`config.mk`:
```
export PLATFORM = sky130hd
export DESIGN_NAME = fas_serial
export DESIGN_NICKNAME = d
export VERILOG_FILES = /design/src/rtl/fas_serial.sv
export SDC_FILE = /design/constraint.sdc
export NUM_CORES = 1
export LEC_CHECK = 0
export ABC_AREA = 1
export ABC_CLOCK_PERIOD_IN_PS = 1150
export BUFFER_PORTS_ARGS = -buffer_cell sky130_fd_sc_hd__buf_2
export CAP_MARGIN = 20
export CORE_MARGIN = 1
export CORE_UTILIZATION = 48
export CTS_CLUSTER_SIZE = 10
export DETAILED_ROUTE_END_ITERATION = 6
export GPL_ROUTABILITY_DRIVEN = 0
export PLACE_DENSITY = 0.79
export SYNTH_ARGS = -nofsm -noshare
export SYNTH_HDL_FRONTEND = slang
export SYNTH_SLANG_ARGS = --single-unit
```
`constraint.sdc`:
```
create_clock -name clk -period 1.15 [get_ports clk]
set_input_delay 0.0575 -clock clk [delete_from_list [all_inputs] [get_ports clk]]
set_output_delay 0.0575 -clock clk [all_outputs]
set_load 0.01 [all_outputs]
```
`src/rtl/fas_serial.sv`:
```
// Digit-serial adder/subtractor: adds or subtracts two WIDTH-bit operands DIGIT bits per clock.
// Define FAS_SERIAL_OVF_EN to compute signed overflow; otherwise ovf is tied low.
module fas_serial #(
    parameter int WIDTH = 8,
    parameter int DIGIT = 1
) (
    input  logic             clk,
    input  logic             rst_n,
    input  logic             in_valid,
    output logic             in_ready,
    input  logic [WIDTH-1:0] a,
    input  logic [WIDTH-1:0] b,
    input  logic             a_ns,
    output logic             out_valid,
    input  logic             out_ready,
    output logic [WIDTH-1:0] s,
    output logic             cout,
    output logic             ovf
);

    localparam int NCYC = WIDTH / DIGIT;
    localparam int CW   = (NCYC > 1) ? $clog2(NCYC) : 1;

    typedef enum logic [1:0] {IDLE, RUN, DONE} state_t;

    state_t               state;
    state_t               state_next;
    logic [CW-1:0]        count;
    logic                 carry;
    logic [WIDTH-1:0]     a_sr;
    logic [WIDTH-1:0]     b_sr;
    logic [DIGIT:0]       digit_sum;
    logic [WIDTH+DIGIT-1:0] s_cat;
    logic                 last;

    assign digit_sum = {1'b0, a_sr[DIGIT-1:0]} + {1'b0, b_sr[DIGIT-1:0]}
                     + {{DIGIT{1'b0}}, carry};
    // New digits enter s at the MSB end so the LSB digit lands at bit 0 after NCYC steps.
    assign s_cat     = {digit_sum[DIGIT-1:0], s};
    assign last      = (count == CW'(NCYC - 1));

    assign in_ready  = (state == IDLE);
    assign out_valid = (state == DONE);

    always_ff @(posedge clk) begin
        if (!rst_n) begin
            state <= IDLE;
        end else begin
            state <= state_next;
        end
    end

    always_comb begin
        state_next = state;
        case (state)
            IDLE:    if (in_valid)  state_next = RUN;
            RUN:     if (last)      state_next = DONE;
            DONE:    if (out_ready) state_next = IDLE;
            default: state_next = IDLE;
        endcase
    end

    // Subtraction is a + ~b + 1: B is inverted on accept and the initial carry supplies the +1.
    always_ff @(posedge clk) begin
        if (!rst_n) begin
            count <= '0;
            carry <= 1'b0;
            a_sr  <= '0;
            b_sr  <= '0;
            s     <= '0;
            cout  <= 1'b0;
        end else begin
            case (state)
                IDLE: begin
                    if (in_valid) begin
                        a_sr  <= a;
                        b_sr  <= a_ns ? b : ~b;
                        carry <= ~a_ns;
                        count <= '0;
                    end
                end
                RUN: begin
                    a_sr  <= a_sr >> DIGIT;
                    b_sr  <= b_sr >> DIGIT;
                    s     <= s_cat[WIDTH+DIGIT-1:DIGIT];
                    carry <= digit_sum[DIGIT];
                    count <= count + CW'(1);
                    if (last) begin
                        cout <= digit_sum[DIGIT];
                    end
                end
                default: begin
                end
            endcase
        end
    end

`ifdef FAS_SERIAL_OVF_EN
    logic msb_cin;
    logic ovf_q;

    // The carry into the top bit is recovered from its sum bit: c = s ^ a ^ b.
    assign msb_cin = digit_sum[DIGIT-1] ^ a_sr[DIGIT-1] ^ b_sr[DIGIT-1];

    always_ff @(posedge clk) begin
        if (!rst_n) begin
            ovf_q <= 1'b0;
        end else if (state == RUN && last) begin
            ovf_q <= msb_cin ^ digit_sum[DIGIT];
        end
    end

    assign ovf = ovf_q;
`else
    assign ovf = 1'b0;
`endif

endmodule

```
# Word-level counts from Yosys, hierarchy flattened

Cells that the tools add are included.

Bits in registers: 31
Latch bits: 0
RAM bits: 0
Memory bits (read-only): 0
Bits of input ports: 21
Output and inout bits: 12
Word-level logic and storage cells: 36
Memories kept: 0

$add $sub $neg: 3
$mul: 0
Div/mod/pow operators: 0
$lt $le $gt $ge: 0
Equality and inequality tests: 6
Shift operators: 0
Mux-type cells: 13
Bitwise operators: 2
Reduce and logical (&&, ||, !) cells: 5

Operator list:

| kind                                                   | number |
|---|---|
| one-hot mux 8 bit (2 select lines)                     | 2 |
| 2-to-1 mux 8 bit                                       | 3 |
| inverter 8 bit                                         | 1 |
| 2-to-1 mux 2 bit                                       | 3 |
| one-hot mux 2 bit (3 select lines)                     | 1 |
| one-hot mux 3 bit (2 select lines)                     | 1 |
| inequality test 2 bit (second input constant)          | 2 |
| AND reduction 2 bit                                    | 2 |
| adder 3 x 1 -> 3 bit (second input constant)           | 1 |
| == test 3 bit (second input constant)                  | 1 |
| 2-to-1 mux 3 bit                                       | 1 |
| AND reduction 3 bit                                    | 1 |
| adder 1 x 1 -> 2 bit                                   | 1 |
| adder 2 x 1 -> 2 bit                                   | 1 |
| == test 2 x 1 -> 1 bit (second input constant)         | 1 |
| == test 2 bit (second input constant)                  | 1 |
| zero test 2 bit                                        | 1 |
| inequality test 2 x 1 -> 1 bit (second input constant) | 1 |
| one-hot mux 1 bit (2 select lines)                     | 1 |
| nonzero test 2 bit                                     | 1 |
| 2-to-1 mux 1 bit                                       | 1 |
| inverter 1 bit                                         | 1 |

# Logic depth before layout (Yosys ltp)

Depth after elaboration: 4
Depth in mapped cells: 8
Depth with buffers taken out: 7

# Least setup slack after synthesis

Ideal clock, no wire load.

Path kind: register to register
Start: register carry
End: register s[7]
Library setup time: 0.116 ns
Arrival: 0.953 ns
Required time: 1.034 ns
Path slack: 0.081 ns
Stages on the path, launching flop included: 4
Buffers on the path: 0
Clock period less this slack: 1.069 ns
Path through: dfxtp_1 -> fa_1 -> o21ai_0 -> nor2_1

Word-level cells in the longest chain between the ends: 1

RTL lines:

| element                | line | source |
|---|---|---|
| start, declared        | 29   | `logic carry;` |
| start signal, assigned | 78   | `carry <= ~a_ns;` |
| start signal, assigned | 86   | `carry <= digit_sum[DIGIT];` |
| adder 2 x 1 -> 2 bit   | 37   | `+ {{DIGIT{1'b0}}, carry};` |
| named net digit_sum[0] | 32   | `logic [DIGIT:0] digit_sum;` |
| end signal, assigned   | 85   | `s <= s_cat[WIDTH+DIGIT-1:DIGIT];` |
| end, declared          | 16   | `output logic [WIDTH-1:0] s,` |

The timed path passes the listed nets, and every way through them passes these cells.
A chain may end at the register's enable or synchronous reset.

# Worst setup path after layout

Start: register state[0]
End: output port in_ready

Word-level cells in the longest chain between the ends: 1

RTL lines:

| element                | line | source |
|---|---|---|
| start, declared        | 26   | `state_t state;` |
| start signal, assigned | 49   | `state <= state_next;` |
| zero test 2 bit        | 42   | `assign in_ready = (state == IDLE);` |
| end, declared          | 10   | `output logic in_ready,` |

No other way between the ends.

==> flow_metrics.tcl <==
set metrics [dict create \
    crit_type "flip-flop to output port" \
    critPathCaptureType "output port" \
    start_kind "flip-flop" \
    finalCritPeriodShare_pct 95.93 \
    syn_to_final_growth_pct 25.02 \
    synth_area_sq_um 1510 \
    netlist-cell-type-count 23 \
    io_buffers 31 \
    drt-initial-drc-count 53 \
    clkSinkCount 31 \
    multi_input_area_sq_um 754.5 \
    setup_viol 0 \
    ys_seq_area_share_pct 41.09 \
    grt_remaining_overflow 0 \
    yosysWarnings 0 \
    wirelength_um 3160 \
    worstPathRequired_ps 1090 \
    fillers 283 \
    ys_ff_latch 31 \
    crit_fanout 4 \
    rsz0062_at_grt "true" \
    cts_tree "built" \
    hold_viol_final 0 \
    min_period_ps 1103 \
    drc_errors 0 \
    ctsHtreeMaxLevel 2 \
    root_buffer "clkbuf_4" \
    maxCapViolCount 0 \
    clock_latency_ps 330 \
    grt_util_all_layers_pct 21.71 \
    nNetsFinal 293 \
    antenna_found_initial 0 \
    ff_latch_area_sq_um 629.4 \
    synth_area_leader_cell "dfxtp_1" \
    tns_ps 0 \
    drv_slew 0 \
    ir_worst_vdd_mv 0.7703 \
    power_density_nw_per_um2 1221 \
    yosys.area.top_type_share_pct 41.09 \
    grt_pass1_vias 1373 \
    synth_cells 226 \
    die_y_um 58.09 \
    ant_nets 0 \
    status "completed" \
    fmax_mhz 906.4 \
    hold_path.class "input port to flip-flop" \
    via_count 1490 \
    clockBufferDepth 2 \
    skew_ps 6.272 \
    wire_per_inst_um 10.13 \
    grt_max_degree 23 \
    cp_data_arrival_time_ps 1050 \
    grt_pass1_wl_um 5561 \
    fp.dieW_um 58.09 \
    final_layout_size_suffix_gt1_share_pct 24.44 \
    core_area_sq_um 2877 \
    synth_nets 250 \
    dieArea_sq_um 3374 \
    n_antenna_cell 0 \
    final_core_util_pct 65.64 \
    io-pin-count 33 \
    initial_core_util_pct 52.50 \
    clk_pin_slew_worst_paths_ps 90 \
    avgSynthCellArea_sq_um 6.682 \
    leakage_nw 0.9694 \
    dp_hpwl_um 2209 \
    row_count 19 \
    cts-buffers-inserted 5 \
    ys_top_cells_by_area "dfxtp_1 (41%), nand2_1 (14%), nor2_1 (13%)" \
    dr.pass1.iters 4 \
    vias_per_cell 4.776 \
]
critical path, stage by stage (launching register included):
cell and delay [ps]:
dfxtp_4 380, nor2_4 140, buf_6 120, buf_6 90
area by class of cell:
type	count	area share, %
timing repair buffer	46	15.84
sequential	31	33.33
clock buffer	8	3.645
inverter	21	4.440
multi-input combinational	164	39.96
tap	42	2.783
state kept, by name, summed over array words and instances, names as in the netlist:
| signal | count |
|---|---|
| count | 3 |
| carry | 1 |
| state | 2 |
| s | 8 |
| cout | 1 |
| b_sr | 8 |
| a_sr | 8 |
synth_stat cells:
cell type  number
nand2_1        58
nor2_1         52
dfxtp_1        31
nand3_1        28
inv_1          17
o21ai_0         9
a21oi_1         7
buf_4           4
buf_2           2
clkbuf_1        2
clkinv_1        2
ha_1            2
nand2_2         2
and3_1          1
buf_6           1
buf_8           1
conb_1          1
fa_1            1
inv_2           1
inv_6           1
nand2_4         1
nor2_4          1
xnor2_1         1
stage by stage:
step / setup slack [ps] / hold slack [ps] / power [W] / std cells / cell area, sq um
3_3_place_gp: 70.87 / 317.8 / 0.001572 / 301 / 1747
3_5_place_dp: 42.36 / 327.8 / 0.001582 / 301 / 1747
2_1_floorplan: 81.25 / 193.2 / 0.001456 / 226 / 1510
5_1_grt: -9.645 / 28.02 / 0.002426 / 312 / 1888
6_report: 46.77 / 12.43 / 0.002305 / 312 / 1888
4_1_cts: 2.722 / 19.89 / 0.002306 / 312 / 1856
layer usage:
layer / global-route usage (%) / wire, um
met1: 26.89 / 1493
met2: 35.30 / 1468
met4: 8.844 / 71
met3: 6.473 / 127
met5: 0 / 0
layout by cell type, fill, tap and decap left out, types with 5 or more instances in the layout:
cell type,Yosys,final
dfxtp_1,31,28
a21oi_1,7,7
clkbuf_4,0,5
buf_2,2,30
nor2_1,52,49
inv_1,17,17
o21ai_0,9,7
nand3_1,28,27
buf_4,4,10
nand2_1,58,57
final timing paths:
| check | cells after the start | slack (ps) | start | endpoint |
|---|---|---|---|---|
| max | 3 | 50 | state[0] | in_ready |
| min | 4 | 10 | b[7] | b_sr[7] |
| max reg2reg | 5 | 50 | carry | carry |
| min reg2reg | 1 | 460 | count[0] | count[0] |
where the power goes:
group	internal (W)	switching, W
Clock	0.000359	0.000359
Combinational	0.000182	0.000224
Sequential	0.00114	0.0000439
Total	0.00168	0.000627
logic make-up (layout without fill, tap and decap cells):
family                     count (synthesis)  in the layout  share of synthesized area [%]
xor gates and xnor gates                   1              1                         0.5801
adders and majority gates                  3              3                          2.982
AOI/OAI and AO/OA                         16             16                          5.302
buffers and inverters                     31             75                          10.44
and+or+nand+nor                          143            143                          39.35
DFF                                       31             31                          41.09
other                                      1              1                         0.2483
what timing repair did:
| item | 4_1_cts | 5_1_grt |
|---|---|---|
| endpoints found under the setup margin | 1 | 8 |
| pin swaps | 1 | 3 |
| buffers inserted | 2 | 0 |
| hold buffers | 2 | 0 |
| resized for setup | 4 | 13 |
| endpoints found under the hold margin | 2 | 0 |
(Power assumes the default switching activity.)
